[config.mk]
export PLATFORM = sky130hd
export DESIGN_NAME = mem_stage_ctrl
export DESIGN_NICKNAME = d
export VERILOG_FILES = /design/src/rtl/lc3b_types.sv /design/src/rtl/load_store_align.sv /design/src/rtl/mem_stage_ctrl.sv
export SDC_FILE = /design/constraint.sdc
export NUM_CORES = 1
export LEC_CHECK = 0
export ABC_AREA = 1
export CORE_ASPECT_RATIO = 0.8
export CORE_MARGIN = 1
export CORE_UTILIZATION = 39
export CTS_BUF_LIST = sky130_fd_sc_hd__clkbuf_4
export DETAILED_ROUTE_END_ITERATION = 7
export PLACE_DENSITY = 0.83
export SLEW_MARGIN = 20
export SYNTH_ARGS = -nofsm -noshare
export SYNTH_HDL_FRONTEND = slang
export SYNTH_SLANG_ARGS = --single-unit
[constraint.sdc]
create_clock -name clk -period 1.52 [get_ports clk]
set_input_delay 0.304 -clock clk [delete_from_list [all_inputs] [get_ports clk]]
set_output_delay 0.304 -clock clk [all_outputs]
set_load 0.01 [all_outputs]
[src/rtl/lc3b_types.sv]
// Shared LC-3b pipeline types: words, registers, opcodes, control word and MEM-stage FSM states.
// Pure declarations and opcode classifiers; no logic, latency or flow control of its own.
package lc3b_types;

  typedef logic [15:0] lc3b_word;
  typedef logic [2:0]  lc3b_reg;

  typedef enum logic [3:0] {
    op_br   = 4'b0000,
    op_add  = 4'b0001,
    op_ldb  = 4'b0010,
    op_stb  = 4'b0011,
    op_jsr  = 4'b0100,
    op_and  = 4'b0101,
    op_ldr  = 4'b0110,
    op_str  = 4'b0111,
    op_rti  = 4'b1000,
    op_not  = 4'b1001,
    op_ldi  = 4'b1010,
    op_sti  = 4'b1011,
    op_jmp  = 4'b1100,
    op_shf  = 4'b1101,
    op_lea  = 4'b1110,
    op_trap = 4'b1111
  } lc3b_opcode;

  typedef enum logic [1:0] {
    IDLE    = 2'd0,
    ACCESS1 = 2'd1,
    ACCESS2 = 2'd2
  } mem_state;

  typedef struct packed {
    lc3b_opcode opcode;
    logic       load_regfile;
    logic       load_cc;
  } lc3b_control_word;

  function automatic logic is_mem_op(input lc3b_opcode op);
    return op inside {op_ldr, op_ldb, op_ldi, op_str, op_stb, op_sti};
  endfunction

  function automatic logic is_load_op(input lc3b_opcode op);
    return op inside {op_ldr, op_ldb, op_ldi};
  endfunction

  function automatic logic is_indirect_op(input lc3b_opcode op);
    return op inside {op_ldi, op_sti};
  endfunction

  // Byte ops keep the full byte address; everything else touches aligned words.
  function automatic logic is_word_op(input lc3b_opcode op);
    return op inside {op_ldr, op_ldi, op_str, op_sti};
  endfunction

endpackage

[src/rtl/load_store_align.sv]
// Byte lane handling for loads and stores: byte select + sign-extend, store replicate and write mask.
// Purely combinational, zero latency; no flow control.
module load_store_align
  import lc3b_types::*;
(
  input  lc3b_opcode op_i,
  input  logic       addr_lsb_i,
  input  lc3b_word   rdata_i,
  input  lc3b_word   sr2_i,
  output lc3b_word   load_data_o,
  output lc3b_word   wdata_o,
  output logic [1:0] wmask_o
);

  logic [7:0] byte_sel;

  assign byte_sel = addr_lsb_i ? rdata_i[15:8] : rdata_i[7:0];

  always_comb begin
    load_data_o = rdata_i;
    wdata_o     = sr2_i;
    wmask_o     = 2'b11;
    if (op_i == op_ldb) begin
      load_data_o = {{8{byte_sel[7]}}, byte_sel};
    end
    // Replicating the byte lets the mask alone pick the target lane.
    if (op_i == op_stb) begin
      wdata_o = {sr2_i[7:0], sr2_i[7:0]};
      wmask_o = addr_lsb_i ? 2'b10 : 2'b01;
    end
  end

endmodule

[src/rtl/mem_stage_ctrl.sv]
// LC-3b MEM stage: drives data memory for loads/stores (LDI/STI take two accesses) and registers MEM/WB.
// Requests issue the cycle the op arrives; stall holds upstream until the final dmem_resp, WB gets bubbles meanwhile.
module mem_stage_ctrl
  import lc3b_types::*;
(
  input  logic             clk,
  input  logic             rst_n,
  input  logic             ex_valid,
  input  lc3b_control_word ex_control,
  input  lc3b_reg          ex_dest,
  input  logic [15:0]      ex_alu_out,
  input  logic [15:0]      ex_addr,
  input  logic [15:0]      ex_sr2_data,
  output logic [15:0]      dmem_address,
  output logic             dmem_read,
  output logic             dmem_write,
  output logic [1:0]       dmem_wmask,
  output logic [15:0]      dmem_wdata,
  input  logic [15:0]      dmem_rdata,
  input  logic             dmem_resp,
  output lc3b_control_word mem_control,
  output lc3b_reg          mem_dest,
  output logic [15:0]      mem_alu_out,
  output logic [15:0]      mem_load_data,
  output logic             mem_valid,
  output lc3b_control_word wb_control,
  output lc3b_reg          wb_dest,
  output logic [15:0]      wb_data,
  output logic             wb_valid,
  output logic             stall
);

  mem_state         state_q, state_d;
  logic [15:1]      ptr_q, ptr_d;
  logic             wb_valid_q, wb_valid_d;
  lc3b_word         wb_data_q, wb_data_d;
  lc3b_reg          wb_dest_q, wb_dest_d;
  lc3b_control_word wb_control_q, wb_control_d;

  lc3b_opcode op;
  logic       mem_op;
  logic       phase1;
  logic       phase2;
  logic       final_done;
  logic [1:0] align_mask;
  lc3b_word   align_wdata;
  lc3b_word   load_data;

  assign op = ex_control.opcode;

  // Gating with rst_n drops any outstanding request the moment reset asserts.
  assign mem_op = rst_n && ex_valid && is_mem_op(op);

  // The first access is driven straight from IDLE so a same-cycle response costs no stall.
  assign phase1 = mem_op && (state_q == IDLE || state_q == ACCESS1);
  assign phase2 = mem_op && (state_q == ACCESS2);

  assign final_done = dmem_resp && ((phase1 && !is_indirect_op(op)) || phase2);
  assign stall      = (phase1 || phase2) && !final_done;

  load_store_align u_align (
    .op_i        (op),
    .addr_lsb_i  (ex_addr[0]),
    .rdata_i     (dmem_rdata),
    .sr2_i       (ex_sr2_data),
    .load_data_o (load_data),
    .wdata_o     (align_wdata),
    .wmask_o     (align_mask)
  );

  always_comb begin
    dmem_address = ex_addr;
    if (phase2) begin
      dmem_address = {ptr_q, 1'b0};
    end else if (is_word_op(op)) begin
      dmem_address = {ex_addr[15:1], 1'b0};
    end
  end

  assign dmem_read  = (phase1 && (is_load_op(op) || op == op_sti)) || (phase2 && op == op_ldi);
  assign dmem_write = (phase1 && (op == op_str || op == op_stb)) || (phase2 && op == op_sti);
  assign dmem_wmask = dmem_write ? align_mask : 2'b00;
  assign dmem_wdata = align_wdata;

  assign mem_control   = ex_control;
  assign mem_dest      = ex_dest;
  assign mem_alu_out   = ex_alu_out;
  assign mem_load_data = load_data;
  assign mem_valid     = ex_valid;

  always_comb begin
    state_d = state_q;
    ptr_d   = ptr_q;
    case (state_q)
      IDLE, ACCESS1: begin
        if (!mem_op) begin
          state_d = IDLE;
        end else if (dmem_resp) begin
          if (is_indirect_op(op)) begin
            ptr_d   = dmem_rdata[15:1];
            state_d = ACCESS2;
          end else begin
            state_d = IDLE;
          end
        end else begin
          state_d = ACCESS1;
        end
      end
      ACCESS2: begin
        if (!mem_op || dmem_resp) begin
          state_d = IDLE;
        end
      end
      default: state_d = IDLE;
    endcase
  end

  always_comb begin
    wb_valid_d   = wb_valid_q;
    wb_data_d    = wb_data_q;
    wb_dest_d    = wb_dest_q;
    wb_control_d = wb_control_q;
    if (stall) begin
      wb_valid_d                = 1'b0;
      wb_control_d.load_regfile = 1'b0;
    end else begin
      wb_valid_d                = ex_valid;
      wb_dest_d                 = ex_dest;
      wb_control_d              = ex_control;
      wb_control_d.load_regfile = ex_control.load_regfile && ex_valid;
      if (is_load_op(op)) begin
        wb_data_d = load_data;
      end else if (op == op_lea) begin
        wb_data_d = ex_addr;
      end else begin
        wb_data_d = ex_alu_out;
      end
    end
  end

  always_ff @(posedge clk or negedge rst_n) begin
    if (!rst_n) begin
      state_q      <= IDLE;
      ptr_q        <= '0;
      wb_valid_q   <= 1'b0;
      wb_data_q    <= '0;
      wb_dest_q    <= '0;
      wb_control_q <= '0;
    end else begin
      state_q      <= state_d;
      ptr_q        <= ptr_d;
      wb_valid_q   <= wb_valid_d;
      wb_data_q    <= wb_data_d;
      wb_dest_q    <= wb_dest_d;
      wb_control_q <= wb_control_d;
    end
  end

  assign wb_valid   = wb_valid_q;
  assign wb_data    = wb_data_q;
  assign wb_dest    = wb_dest_q;
  assign wb_control = wb_control_q;

endmodule
Yosys cells after proc, flatten, opt, wreduce, memory -nomap -nowiden:

Index checks and enable logic that the tools add are counted.

* output and inout bits: 105
* register bits: 43
* input bits: 77
* logic and storage cells: 65

* multiplexer cells: 17
* reduce and logical (&&, ||, !) cells: 30
* equal/unequal tests: 10

Operator list (number)
* 16-bit two-way mux: 5
* 2-bit two-way mux: 7
* 4-bit equality test (second input constant): 3
* 1-bit logical AND: 12
* 4-bit by 2-bit equality test with 1-bit output (second input constant): 2
* 4-bit by 3-bit equality test with 1-bit output (second input constant): 2
* 1-bit logical OR: 8
* 8-bit two-way mux: 1
* 6-bit nonzero test: 1
* 2-bit case mux with 2 select lines: 1
* 4-bit AND reduction: 1
* 4-bit nonzero test: 1
* 1-bit zero test: 3
* 1-bit two-way mux: 3
* 3-bit nonzero test: 1
* 2-bit by 1-bit equality test with 1-bit output (second input constant): 1
* 2-bit equality test (second input constant): 1
* 2-bit zero test: 1
* 2-bit by 1-bit != test with 1-bit output (second input constant): 1
* 2-bit nonzero test: 1
* 2-bit OR reduction: 1

Longest topological paths before layout:

Gate-level depths: netlist (run 1).

* depth in word-level cells: 10
* depth in mapped cells: 10
* gate-level depth less buffers: 9

Modules after synthesis:

Synthesis (run 1) repeated with hierarchy kept, for this count alone.

* cell total of the unflattened synthesis: 471
* area, all modules: 3029.2 um^2

By module, submodules not included
* mem_stage_ctrl: sequential area each 1076.0 um^2, cells each 356, instances 1, area each 2521.2 um^2
* load_store_align: sequential area each 0.0 um^2, cells each 115, instances 1, area each 508.0 um^2

Least setup slack after synthesis (run 1):

OpenSTA, ideal clock, no wires.

* path kind: input port to output port
* start point: in ex_control[3] (netlist bit)
* end point: out dmem_address[10]
* arrival time: 1.143 ns
* cell stages on the path: 7
* required time: 1.216 ns
* buffers on the path: 1
* path slack: 0.073 ns
* path through: inv_1 > a21oi_4 > nand3_4 > clkinv_1 > buf_2 > nand2_1 > nand2_1

* longest elaborated chain between the ends: 5
* elaborated cells between the ends (all ways): 10
* those cells by class: eq/ne (6); mux (1); reduce/logical (3)

Ends and longest elaborated chain
* start: declaration: RTL line mem_stage_ctrl.sv:9 `input lc3b_control_word ex_control,`
* 4-bit by 3-bit equality test with 1-bit output (tied with other cells): RTL line lc3b_types.sv:40 `return op inside {op_ldr, op_ldb, op_ldi, op_str, op_stb, op_sti};`
* 6-bit nonzero test *: RTL line lc3b_types.sv:40
* 1-bit logical AND *: RTL line mem_stage_ctrl.sv:52 `assign mem_op = rst_n && ex_valid && is_mem_op(op);`
* 1-bit logical AND *: RTL line mem_stage_ctrl.sv:56 `assign phase2 = mem_op && (state_q == ACCESS2);`
* 16-bit two-way mux *: RTL line mem_stage_ctrl.sv:73 `if (phase2) begin`
* end: declaration: RTL line mem_stage_ctrl.sv:14 `output logic [15:0] dmem_address,`

Every way passes the cells marked *; elsewhere a longest branch is shown, timed or not.

Final worst setup path (run 1):

* start point: reg state_q[1]
* end point: out dmem_address[8]

* longest elaborated chain between the ends: 3

Ends and longest elaborated chain
* start: declaration: RTL line mem_stage_ctrl.sv:33 `mem_state state_q, state_d;`
* start signal: assignment: RTL line mem_stage_ctrl.sv:150 `state_q <= state_d;`
* 2-bit equality test: RTL line mem_stage_ctrl.sv:56
* 1-bit logical AND: RTL line mem_stage_ctrl.sv:56
* 16-bit two-way mux: RTL line mem_stage_ctrl.sv:73

No other way between the ends.

==> results of run 1 <==
[routing by layer]
metal	GRT usage, %	share of wire (%)
met1	40.70	37
met2	56.23	47
met3	5.250	10
met4	12.03	5.1
met5	0	0
[layout make-up]
class	count	area [um^2]
diodes	1	2.502
clock buffers	6	45.04
clock inverters	1	30.03
fillers	432	1411
inverters	44	177.7
multi-input cells	332	1867
flip-flops and latches	43	1076
well taps	105	131.4
repair buffers	296	2721
[final timing paths]
path                                                   to  cells past startpoint
worst max-delay path                      dmem_address[8]                      8
worst min-delay path               state_q[0]$_DFFE_PN0P_                      2
worst max register to register       ptr_q[7]$_DFFE_PN0P_                     10
worst min register to register       ptr_q[4]$_DFFE_PN0P_                      2
max in group asynchronous          wb_data[4]$_DFFE_PN0N_                      2
min in group clk                wb_control[4]$_DFFE_PN0N_                      4
[kinds of logic after synthesis]
family	Yosys count	share of synthesized area (%)
DFF	43	35.33
buffers and inverters	95	17.09
muxes	8	2.958
AOI/OAI and AO/OA	31	5.629
and+or+nand+nor	292	38.99
[power groups by stage]
stage	sequential (W)	combinational [W]	clock [W]
global placement	0.00132	0.00123	0
CTS	0.00131	0.00125	0.000724
global route	0.00132	0.00148	0.000770
floorplan	0.00135	0.000433	0
detailed placement	0.00133	0.00126	0
finish	0.00131	0.00141	0.000713
[per-stage QoR]
| step | util (%) | setup WS, ps |
|---|---|---|
| floorplan | - | 73.10 |
| global placement | 72.35 | -895.5 |
| detailed placement | 72.35 | -1000 |
| CTS | 76.32 | -295.1 |
| global route | 81.05 | -459.8 |
| finish | 81.09 | -370.0 |
[registers in the layout, summed over array words and instances (netlist names)]
name	count
wb_valid	1
wb_control	6
state_q	2
ptr_q	15
wb_data	16
wb_dest	3
[what timing repair did]
action / in CTS / in global routing
gates resized for setup: 387 / 75
cloned: 4 / 3
pin swaps: 21 / 14
endpoints found under the hold margin: 0 / 0
buffers inserted: 7 / 7
setup endpoints to repair: 143 / 82
[cell usage in the layout (no fill, tap or decap), types with 3 or more instances in the layout]
cell / synthesis / final
nand2_2: 4 / 36
nand2_4: 2 / 24
dfrtp_1: 43 / 43
clkbuf_4: 0 / 6
clkdlybuf4s50_1: 0 / 62
buf_6: 2 / 39
nand3_4: 1 / 4
nand3_1: 25 / 24
nor2_4: 0 / 6
o21ai_0: 23 / 6
buf_2: 7 / 23
inv_2: 1 / 11
inv_4: 0 / 3
nor2_1: 12 / 5
buf_16: 0 / 3
buf_12: 0 / 4
o21ai_1: 3 / 16
dlygate4sd2_1: 0 / 66
inv_1: 42 / 29
buf_4: 37 / 92
nand2_1: 243 / 189
mux2_4: 0 / 8
[Yosys cell counts, drive strengths merged]
cell | n | share of area, %
nor2 | 13 | 1.7
mux2 | 8 | 3.0
nand2 | 249 | 32
clkinv | 1 | 0.12
nand3 | 28 | 5.3
buf | 46 | 11
clkbuf | 5 | 0.66
a21oi | 3 | 0.86
inv | 43 | 5.3
o31ai | 1 | 0.25
nand4 | 1 | 0.21
o21ai | 26 | 4.3
nand3b | 1 | 0.25
a211oi | 1 | 0.25
dfrtp | 43 | 35
[worst register-to-register path, cell delays in order (launching register included)]
cell and delay, ps:
dfrtp_1 390, inv_2 80, buf_4 120, nand3_4 90
inv_4 90, buf_4 110, buf_4 100, nand3_4 120
clkbuf_16 190, nand2_1 70, o21ai_0 90
==> metrics.md, run 1 <==
| Metric | Value |
|---|---|
| Combinational share of power | 41.0% |
| HPWL reported at the end of detailed placement | between 9 and 10 mm |
| Failing checks | negative setup slack |
| Antenna-violating nets left | 0 |
| Hold_buf cts | 0 |
| Leakage | approximately 3.3 nW |
| Layout cells sized above 1 | between 30 and 40% |
| Total CTS buffers | 5 |
| Synthesis Warnings | 0 |
| Worst setup SP type | register |
| Starting Density | between 40% and 50% |
| Core ar. | roughly 7500 um^2 |
| Final Power | around 0.0034 W |
| Status | finished, violations left |
| Vias in the first global route | around 3900 |
| First-pass GRT wire length | ~20 mm |
| CTS tree | yes |
| Reg-to-reg startpoint | state_q[1]$_DFFE_PN0P_ |
| Critical path's top delay family | buffers and inverters |
| Max_cap viols | 0 |
| Die Ht | a little over 80 um |
| Cell row count | 28 |
| Worst path cell trace | inv_2, nor2_4, nand3_4, buf_8, buf_12, nand2_1, nand2_1, buf_2 |
| Drt initial violations | 447 |
| Global Route Usage Sum | ~32% |
| Initial antenna violation count | 0 |
| Worst hold path class | input port to async pin |
| Non-filler cells, final | between 800 and 900 |
| Reg2Reg Setup Slack | -40 ps |
| H-Tree Depth | 2 |
| Synthesized area per cell | about 6.5 um^2 |
| Fmax | approximately 0.53 GHz |
| Clock share of power | between 20% and 30% |
| Unrepaired setup endpoints after global routing | true |
| Largest net degree at the start of global routing | 44 |
| Final Max Tran Viols | 0 |
| CP peak stage delay | approximately 360 ps |
| Die area | around 8200 um^2 |
| Worst hold-check slack | approximately 47 ps |
| Relative slew slack | between 60 and 70% |
| Worst-Skew Late Latency | around 340 ps |
| IO Pins | approximately 180 |
| Via-per-instance ratio | 5.353 |
| Clk buf depth | 2 |
| Synthesis-stage register bit count | 43 |
| Fin area | roughly 6100 um^2 |
| Synth cell types | 26 |
| Final Hold Fails | 0 |
| CP Buf/Inv Count | 4 |
| Final WL | 15.33 mm |
| Reg power frac | a little under two fifths |
| Actual slew at the worst max-slew pin | about 560 ps |
| DRC Markers | 0 |
| Placed instance area | approximately 5400 um^2 |
| Maximum VDD drop | between 0.4 and 0.5 mV |
| Crit. End Element | output port |
| CTS sink count | 43 |
| Worst path arrival time | 1590 ps |
| Syn nets | between 500 and 600 |
| Area grow syn2layout | 98.69% |
| Setup clock skew after layout | around 3.8 ps |
| Final setup TNS | -9697 ps |
| GRT Residual Overflow | 0 |
| CP Max Fanout | 8 |
| Root Driver | clkbuf_4 |
| Kind of critical path | register to output port |
| Switch Pwr | between 0.001 and 0.0015 W |
| Critical path origin | state_q[1]$_DFFE_PN0P_ |
| Seq/Total Area, Yosys | about a third |
| Worst setup margin | -370.0 ps |
| PD cells | 566.8 nW/um^2 |
| Worst path slowest cell | dfrtp_1 |
| Worst-path clk slew | 120 ps |
| Fin crit period | 1890 ps |
| Routed vias | 4432 |
| Internal power | 0.002325 W |
| Sw Ratio | about a third |
| Die Wd | ~100 um |
| I/O Buffers | roughly 180 |
| Most used cell, CP | nand2_1 |
| Cells after DPL | 800 |
| Gpl congestion | 0.8608 |
| Final Cycle Share | 124.3% |
| First-pass iteration count of the detailed router | 6 |
| Syn Std Cell Area | between 3000 and 4000 um^2 |
| Post-layout nets | approximately 800 |
| Synthesized instance count | 469 |
| Final Setup Violations | just over 50 |
| CP Data Required Time | between 1000 and 1500 ps |
| Wirelength per Cell | about 19 um |
(Power assumes the default switching activity.)
==> run 2: changes to the inputs <==
--- a/config.mk
+++ b/config.mk
@@ -7,12 +7,14 @@
 export LEC_CHECK = 0
 export ABC_AREA = 1
 export CORE_ASPECT_RATIO = 0.8
-export CORE_MARGIN = 1
+export CORE_MARGIN = 1.5
 export CORE_UTILIZATION = 39
 export CTS_BUF_LIST = sky130_fd_sc_hd__clkbuf_4
 export DETAILED_ROUTE_END_ITERATION = 7
 export PLACE_DENSITY = 0.83
+export REMOVE_ABC_BUFFERS = 1
 export SLEW_MARGIN = 20
 export SYNTH_ARGS = -nofsm -noshare
 export SYNTH_HDL_FRONTEND = slang
 export SYNTH_SLANG_ARGS = --single-unit
+export TNS_END_PERCENT = 20
==> run 2 against run 1 <==
The run ends with negative hold slack, negative setup slack left. Global-route usage about the same. Power decreased by 3.6%. Largest power group is now sequential cells. Cell count decreased by 4.3%. Critical endpoint is now dmem_read. Clock-buffer cell count decreased by 1.
==> metrics.md, run 2 (synthesis gave the netlist of run 1 again) <==
| Metric | Value |
|---|---|
| Routed vias | approximately 4000 |
| Kind of critical path | input port to output port |
| Setup clock skew after layout | about 12 ps |
| Starting Density | approximately 40% |
| Worst hold path class | input port to async pin |
| Max_cap viols | 0 |
| Final Max Tran Viols | 0 |
| Fin crit period | approximately 1900 ps |
| Final Power | between 0.003 and 0.004 W |
| Maximum VDD drop | just over 0.4 mV |
| I/O Buffers | 181 |
| CP Data Required Time | around 1200 ps |
| Max reg flops | 16 |
| Post-layout nets | 761 |
| Final WL | roughly 14 mm |
| GRT Residual Overflow | 0 |
| Initial antenna violation count | 0 |
| Max layer used | met4 |
| Wirelength per Cell | ~17 um |
| Root Driver | clkbuf_4 |
| Largest net degree at the start of global routing | 44 |
| H-Tree Depth | 2 |
| Worst hold-check slack | -5.619 ps |
| Area grow syn2layout | 82.05% |
| HPWL reported at the end of detailed placement | between 8 and 9 mm |
| Drt initial violations | 253 |
| Cells after DPL | roughly 770 |
| WL met1 | around 5 mm |
| CP Max Fanout | 4 |
| PD cells | between 500 and 600 nW/um^2 |
| Final Hold Fails | 6 |
| CTS tree | yes |
| Vias in the first global route | slightly above 4000 |
| Final Cycle Share | 125.0% |
| Via-per-instance ratio | 5.144 |
| DR WL met3 | ~1.5 mm |
| Fmax | around 0.53 GHz |
| Crit. End Element | output port |
| Area of the multi-input gates | 1734 um^2 |
| Die Ht | around 80 um |
| First-pass GRT wire length | 20.27 mm |
| Total CTS buffers | 5 |
| CTS sink count | 43 |
| Antenna-violating nets left | 0 |
| Met2 Routed Length | about 6.5 mm |
| DRC Markers | 0 |
| Fillers | roughly 560 |
| Relative slew slack | between 60% and 70% |
| Worst path arrival time | ~1600 ps |
| Non-filler cells, final | a little under 800 |
| Core ar. | about 7500 um^2 |
| Most common cell after layout, fill and taps aside | nand2_1 |
| FF/Latch Area | 1076 um^2 |
| Failing checks | negative hold slack, negative setup slack |
| Actual slew at the worst max-slew pin | a little under 600 ps |
| Gpl congestion | roughly 0.9 |
| Hold_buf cts | 0 |
| Worst-Skew Late Latency | 370 ps |
| Most frequent cells in the layout | nand2_1 (211), clkdlybuf4s50_1 (70), buf_4 (61), dlygate4sd2_1 (58), dfrtp_1 (43) |
| Layout cells sized above 1 | just over 30% |
| Worst setup SP type | input port |
| Status | finished, violations left |
| Final Setup Violations | slightly below 70 |
| Leakage | 3.012 nW |
| Clk buf depth | 2 |
| Unrepaired setup endpoints after global routing | true |
| IO Pins | roughly 180 |
| Worst setup margin | -380.3 ps |
| Die area | between 8000 and 9000 um^2 |
| First-pass iteration count of the detailed router | 5 |
| Die Wd | slightly above 100 um |
| Worst-path clk slew | 140 ps |
| Global Route Usage Sum | between 30% and 40% |
| Cell row count | 28 |
## run 2: cell types whose count changed in the layout (fill, tap and decap cells not counted), moves of 3 or more
| cell | before | now |
|---|---|---|
| nand2_1 | 189 | 211 |
| clkdlybuf4s50_1 | 62 | 70 |
| nand2_2 | 36 | 22 |
| nor2_1 | 5 | 8 |
| inv_1 | 29 | 33 |
| mux2_4 | 8 | 3 |
| o21ai_0 | 6 | 20 |
| dlygate4sd2_1 | 66 | 58 |
| buf_6 | 39 | 35 |
| buf_4 | 92 | 61 |
| o21ai_1 | 16 | 5 |
| mux2_2 | 0 | 5 |
| nand2_4 | 24 | 15 |
| inv_2 | 11 | 6 |
## run 2: power by group
group	leakage, nW	internal [W]	switching (W)
combinational	2.43	0.000632	0.000609
sequential	0.540	0.00125	0.0000651
clock	0.0426	0.000339	0.000412
total	3.01	0.00222	0.00109
## run 2: final timing paths
path | cells past startpoint | slack (ps) | to | startpoint
setup / recovery | 8 | -380 | dmem_read | ex_control[4]
hold / removal | 2 | -6 | wb_data[8]$_DFFE_PN0N_ | rst_n
setup reg to reg | 10 | -100 | wb_control[4]$_DFFE_PN0N_ | state_q[1]$_DFFE_PN0P_
hold reg to reg | 2 | 510 | ptr_q[9]$_DFFE_PN0P_ | ptr_q[9]$_DFFE_PN0P_
max in group asynchronous | 2 | 1110 | wb_data[4]$_DFFE_PN0N_ | rst_n
min in group clk | 3 | 180 | wb_control[5]$_DFFE_PN0N_ | ex_control[5]
## run 2: what timing repair did
item,4_1_cts,5_1_grt
setup endpoints to repair,147,70
resized for setup,381,11
setup buffers,14,0
pin swaps,23,11
gates cloned,2,0
## run 2: area by class of cell
cell class | count | share of cell area (%)
clock buffer | 5 | 0.6770
inverter | 44 | 3.295
clock inverter | 3 | 0.6996
antenna | 2 | 0.09027
sequential | 43 | 19.41
timing repair buffer | 258 | 42.18
tap | 105 | 2.370
multi-input combinational | 332 | 31.28
## run 2: metrics by stage
step	instance area [um^2]	hold WS (ps)	util [%]	setup TNS, ps	worst slack (ps)
2_1_floorplan	2690	8.409	-	-820.7	-178.1
3_3_place_gp	5126	431.7	68.37	-66210	-1003
3_5_place_dp	5126	442.1	68.37	-71330	-1055
4_1_cts	5498	37.09	73.33	-8282	-297.3
5_1_grt	5539	39.75	73.88	-15040	-393.0
6_report	5544	-5.619	73.95	-11120	-380.3
## run 2: worst max-delay path, stage by stage
cell,delay (ps)
buf_2,140
buf_6,150
inv_4,70
nand2_1,150
nor2_1,310
o21ai_1,210
o31ai_4,100
buf_2,170
## run 2: layer usage
layer	vias to the layer above	global-route usage [%]
li1	1834	-
met1	1894	36.52
met4	0	16.53
met5	-	0
met2	278	56.27
met3	68	9.106
==> run 3: changes to the inputs <==
==> constraint.sdc (replaced) <==
create_clock -name clk -period 1.52 [get_ports clk]
set_input_delay 0.228 -clock clk [delete_from_list [all_inputs] [get_ports clk]]
set_output_delay 0.228 -clock clk [all_outputs]
set_load 0.01 [all_outputs]
==> run 3 against run 2 <==
The run ends with negative setup slack left. Register-to-register slack improved by 100 ps. Cell count fell by 0.63%. Flip-flop and latch count did not move. Via count fell by 2.7%. Clock-buffer cell count rose by 1. Clock power fell by 1%. Sequential power barely moved. Power fell by 1.6%. Cell area barely moved. Die area did not move. Sequential share of layout area barely moved.
==> metrics.md, run 3 (synthesis gave the netlist of run 1 again) <==
| Metric | Value |
|---|---|
| Worst R2R End | wb_data[13]$_DFFE_PN0N_ |
| Root Driver | clkbuf_4 |
| Crit. End Element | output port |
| Combinational share of power | a little under two fifths |
| Leakage | between 3 and 4 nW |
| Initial antenna violation count | 0 |
| IO Pins | roughly 180 |
| CP peak stage delay | between 300 and 400 ps |
| Final Power | about 0.0033 W |
| Reg2Reg Setup Slack | 0 ps |
| Worst Reg2Reg Path Length in Cells | 11 |
| Max_cap viols | 0 |
| Maximum VDD drop | roughly 0.32 mV |
| Global Route Usage Sum | between 20 and 30% |
| CTS tree | yes |
| Final Cycle Share | 123.8% |
| Largest net degree at the start of global routing | 44 |
| CP Max Fanout | 3 |
| N_diodes | 0 |
| Kind of critical path | register to output port |
| Final WL | 13.25 mm |
| Hold Path Sink | wb_control[5]$_DFFE_PN0N_ |
| PD cells | ~590 nW/um^2 |
| Routed vias | around 4000 |
| Internal power | 0.002225 W |
| Most used cell, CP | buf_6 |
| H-Tree Depth | 2 |
| Most frequent cells in the layout | nand2_1 (211), clkdlybuf4s50_1 (90), buf_4 (59), dfrtp_1 (43), inv_1 (33) |
| Reg power frac | around two fifths |
| First-pass GRT wire length | 18.44 mm |
| Worst-path clk slew | ~140 ps |
| Status | finished, violations left |
| Gpl congestion | around 0.9 |
| Starting Density | about two fifths |
| Via-per-instance ratio | around 5 |
| Worst-Skew Late Latency | ~360 ps |
| Fmax | ~0.53 GHz |
| Worst path arrival time | ~1700 ps |
| Hold Crit Depth | 3 |
| Sw Ratio | between 30% and 40% |
| Actual slew at the worst max-slew pin | about 560 ps |
| Post-layout nets | approximately 760 |
| Area grow syn2layout | 81.92% |
| Die Wd | 101.8 um |
| Worst setup margin | -361.4 ps |
| Reg-to-reg startpoint | state_q[1]$_DFFE_PN0P_ |
| Antenna-violating nets left | 0 |
| Wirelength per Cell | between 15 and 20 um |
| Final Max Tran Viols | 0 |
| Core ar. | roughly 7500 um^2 |
| Setup clock skew after layout | about 20 ps |
| Unrepaired setup endpoints after global routing | true |
| Most common cell after layout, fill and taps aside | nand2_1 |
| Worst path cell trace | inv_2, nor2_4, nand3_4, buf_6, buf_6, o31ai_4, buf_2 |
| Failing checks | negative setup slack |
| Drt initial violations | approximately 220 |
| HPWL reported at the end of detailed placement | approximately 8.5 mm |
| Cell row count | 28 |
| GRT Residual Overflow | 0 |
| Worst hold path class | input port to register |
| Max reg flops | 16 |
| Die Ht | 82.04 um |
| Worst hold-check slack | 169.3 ps |
| Clock share of power | a little under a quarter |
| Hold Startpoint | ex_control[5] |
| Final Setup Violations | 39 |
| Worst path slowest cell | dfrtp_1 |
| DRC Markers | 0 |
| CP Data Required Time | roughly 1300 ps |
| Worst setup SP type | register |
| Switch Pwr | about 0.0010 W |
| Relative slew slack | a little over three fifths |
| CTS sink count | 43 |
| First-pass iteration count of the detailed router | 5 |
| Clk buf depth | 2 |
| Vias in the first global route | between 3000 and 4000 |
| Fin crit period | between 1500 and 2000 ps |
| Layout cells sized above 1 | between 20% and 30% |
| I/O Buffers | between 150 and 200 |
| Die area | roughly 8400 um^2 |
| Final Hold Fails | 0 |
| Total CTS buffers | 5 |
-- run 3: timing repair --
| item | in CTS | in global routing |
|---|---|---|
| hold buffers | 1 | 0 |
| pin swaps | 10 | 10 |
| setup endpoints to repair | 95 | 99 |
| setup buffers | 10 | 11 |
| cloned | 1 | 0 |
| endpoints found under the hold margin | 43 | 0 |
| gates resized for setup | 194 | 117 |
-- run 3: layer usage --
metal,part of all wire [%],routed length [um],global-route usage [%],vias up
li1,-,-,-,1832
met1,38,5010,35.33,1848
met2,50,6591,51.53,243
met3,9.6,1276,6.213,40
met4,2.8,370,10.69,0
met5,0,0,0,-
-- run 3: layout make-up --
class / instances / area [um^2]
Multi-Input combinational cell: 332 / 1665
Inverter: 44 / 181.4
Clock inverter: 1 / 30.03
Tap cell: 105 / 131.4
Timing Repair Buffer: 256 / 2411
Sequential cell: 43 / 1076
Clock buffer: 6 / 45.04
Fill cell: 567 / 1957
-- run 3: worst max-delay path: cells and delay by family (launching register included) --
kind | cells | cell delay, ps
buffers and inverters | 4 | 500
DFF | 1 | 370
and+or+nand+nor | 2 | 210
AOI/OAI and AO/OA | 1 | 210
-- run 3: metrics by stage --
step / util [%] / setup WS (ps) / cell area [um^2] / TNS, ps / std cells
floorplan: - / -95.46 / 2690 / -342.4 / 418
global placement: 67.37 / -854.5 / 5051 / -52130 / 757
detailed placement: 67.37 / -918.3 / 5051 / -56460 / 757
CTS: 70.89 / -376.3 / 5315 / -8011 / 776
global route: 73.90 / -408.1 / 5540 / -10240 / 787
finish: 73.90 / -361.4 / 5540 / -7974 / 787
-- run 3: power groups by stage --
stage	sequential (W)	clock (W)	combinational, W
final	0.00132	0.000740	0.00120
after global routing	0.00133	0.000808	0.00128
after CTS	0.00131	0.000745	0.00116
after detailed placement	0.00133	0	0.00116
after global placement	0.00132	0	0.00114
after floorplan	0.00135	0	0.000322
-- run 3: how the worst max path moves through the flow --
stage                                 from                end  slack (ps)  depth (start not counted)
finish              state_q[1]$_DFFE_PN0P_          dmem_read        -360                          7
global route        state_q[1]$_DFFE_PN0P_          dmem_read        -410                          7
CTS                 state_q[1]$_DFFE_PN0P_          dmem_read        -380                          7
detailed placement           ex_control[5]  mem_load_data[11]        -920                          8
global placement             ex_control[5]    dmem_address[5]        -850                          8
floorplan           state_q[0]$_DFFE_PN0P_              stall        -100                          5
==> RTL edit: new RTL, settings of run 3 <==
The 3 states of `mem_state` get a one-hot encoding in 3 bits.
--- a/src/rtl/lc3b_types.sv
+++ b/src/rtl/lc3b_types.sv
@@ -24,10 +24,10 @@
     op_trap = 4'b1111
   } lc3b_opcode;
 
-  typedef enum logic [1:0] {
-    IDLE    = 2'd0,
-    ACCESS1 = 2'd1,
-    ACCESS2 = 2'd2
+  typedef enum logic [2:0] {
+    IDLE    = 3'b001,
+    ACCESS1 = 3'b010,
+    ACCESS2 = 3'b100
   } mem_state;
 
   typedef struct packed {
Check against the original RTL: same outputs for any inputs over 4 cycles, from zero or initial values and one cycle with rst_n low; so few cycles prove little.
==> RTL edit against run 3 <==
The flow still finishes with violations (setup timing); design area increased by 1.3%; synthesized area increased by 1.7%; sequential cell count increased by 1; synthesized cell count increased by 0.21%; non-clock buffer count decreased by 3; total power decreased by 3.5%; via count decreased by 3.4%; first-iteration DRC count increased by 3.1%; setup slack got worse by 0.052 ns; wire length decreased by 4.3%; critical path depth increased by 1; sequential power increased by 3%.
==> RTL edit: results (changes against run 3) <==
routing usage on met1 36.5% (+1.2 points); startpoint of the worst hold path ex_control[2]; number of failing setup endpoints in the final timing report 62 (+59%); failing checks setup timing; number of hold buffers added after CTS 3 (+2); worst hold slack after final layout 0.325 ns (+0.156 ns); total negative slack -9.29 ns (-1.32 ns); cell type of the slowest stage on the worst timing path sky130_fd_sc_hd__dfstp_2; met2 track demand over resource in global routing 52.0% (+0.45 points); net count of the finished layout 758 (-0.13%); largest net degree at the start of global routing 41 (-6.8%); routed metal-1 wire length 5100 um (+1.8%); met3 track utilization from global routing 6.06% (-0.15 points); critical path peak fanout 7 (+4); FF-to-FF Start state_q[0]$_DFFE_PN1P_; layout filler cell count 568 (+0.18%); Data arrival, critical path 1.71 ns (+0.06 ns); top area cells in the synthesized netlist sky130_fd_sc_hd__dfrtp_1 (35%), sky130_fd_sc_hd__nand2_1 (30%), sky130_fd_sc_hd__buf_4 (9.5%); cell family contributing the most delay on the critical path flip-flops; Met2 Wirelength 6430 um (-2.4%); post-place setup slack -0.849 ns (+0.0690 ns); post-route setup slack -0.414 ns (-0.0522 ns); status complete, but fails checks; WHS Endpoint wb_control[2]$_DFFE_PN0N_; count of TritonRoute iterations in the first routing pass 4 (-1); number of distinct standard cells referenced by the synthesized netlist 25 (-3.8%); Gates resized, CTS repair 279 (+44%); endpoint of the most critical register-to-register path wb_data[9]$_DFFE_PN0N_; Placed Instances 770 (+1.7%); Fin Clk Skew 0.0110 ns (-0.00919 ns); net switching power figure 1020 uW (-0.37%); routed length on met3 922 um (-28%); postcts setup bufs 4 (-6); leakage power figure 0.00325 uW (+3.0%); DR vias 3827 (-3.4%); routability cong. 0.830 (-8.0%); Tot GR Track Use 29.7% (+0.44 points); post-synthesis instance total 470 (+0.21%); placed instance area 5170 um^2 (+2.5%)
[RTL edit: worst max path at each step]
| stage | start | to | slack (ns) | cells past startpoint |
|---|---|---|---|---|
| after floorplan | state_q[1]$_DFFE_PN0P_ | dmem_wmask[0] | -0.20 | 7 |
| after global placement | ex_control[5] | dmem_wdata[13] | -0.83 | 6 |
| after detailed placement | ex_control[5] | dmem_wdata[12] | -0.85 | 6 |
| after CTS | state_q[1]$_DFFE_PN0P_ | dmem_wmask[1] | -0.37 | 9 |
| after global routing | state_q[1]$_DFFE_PN0P_ | dmem_wmask[1] | -0.48 | 9 |
| final | state_q[0]$_DFFE_PN1P_ | dmem_address[15] | -0.41 | 8 |
[RTL edit: final cells by class]
class	instances	area, um^2	share of cell area [%]
repair buffers	253	2360	42.1
multi-input cells	330	1750	31.3
flip-flops and latches	44	1100	19.6
inverters	47	205	3.66
well taps	105	131	2.34
clock buffers	7	52.6	0.936
clock inverters	1	5.00	0.0892
[RTL edit: worst reg2reg max path, stage by stage (launching register included)]
cell and delay [ns]:
sky130_fd_sc_hd__dfstp_2 0.57, sky130_fd_sc_hd__buf_6 0.10, sky130_fd_sc_hd__nand2_4 0.05, sky130_fd_sc_hd__buf_6 0.11, sky130_fd_sc_hd__nand2_4 0.05, sky130_fd_sc_hd__nor2_4 0.03, sky130_fd_sc_hd__nand3_2 0.09, sky130_fd_sc_hd__nand2_4 0.08
sky130_fd_sc_hd__buf_6 0.15, sky130_fd_sc_hd__inv_12 0.11, sky130_fd_sc_hd__nand2_1 0.13, sky130_fd_sc_hd__nand2_1 0.07
[RTL edit: kinds of logic after synthesis]
kind of cell	count (synthesis)	synth area share, %
buffers and inverters	97	17.9
and+or+nand+nor	282	37.2
AOI/OAI and AO/OA	39	6.38
DFF	44	35.6
muxes	8	2.91
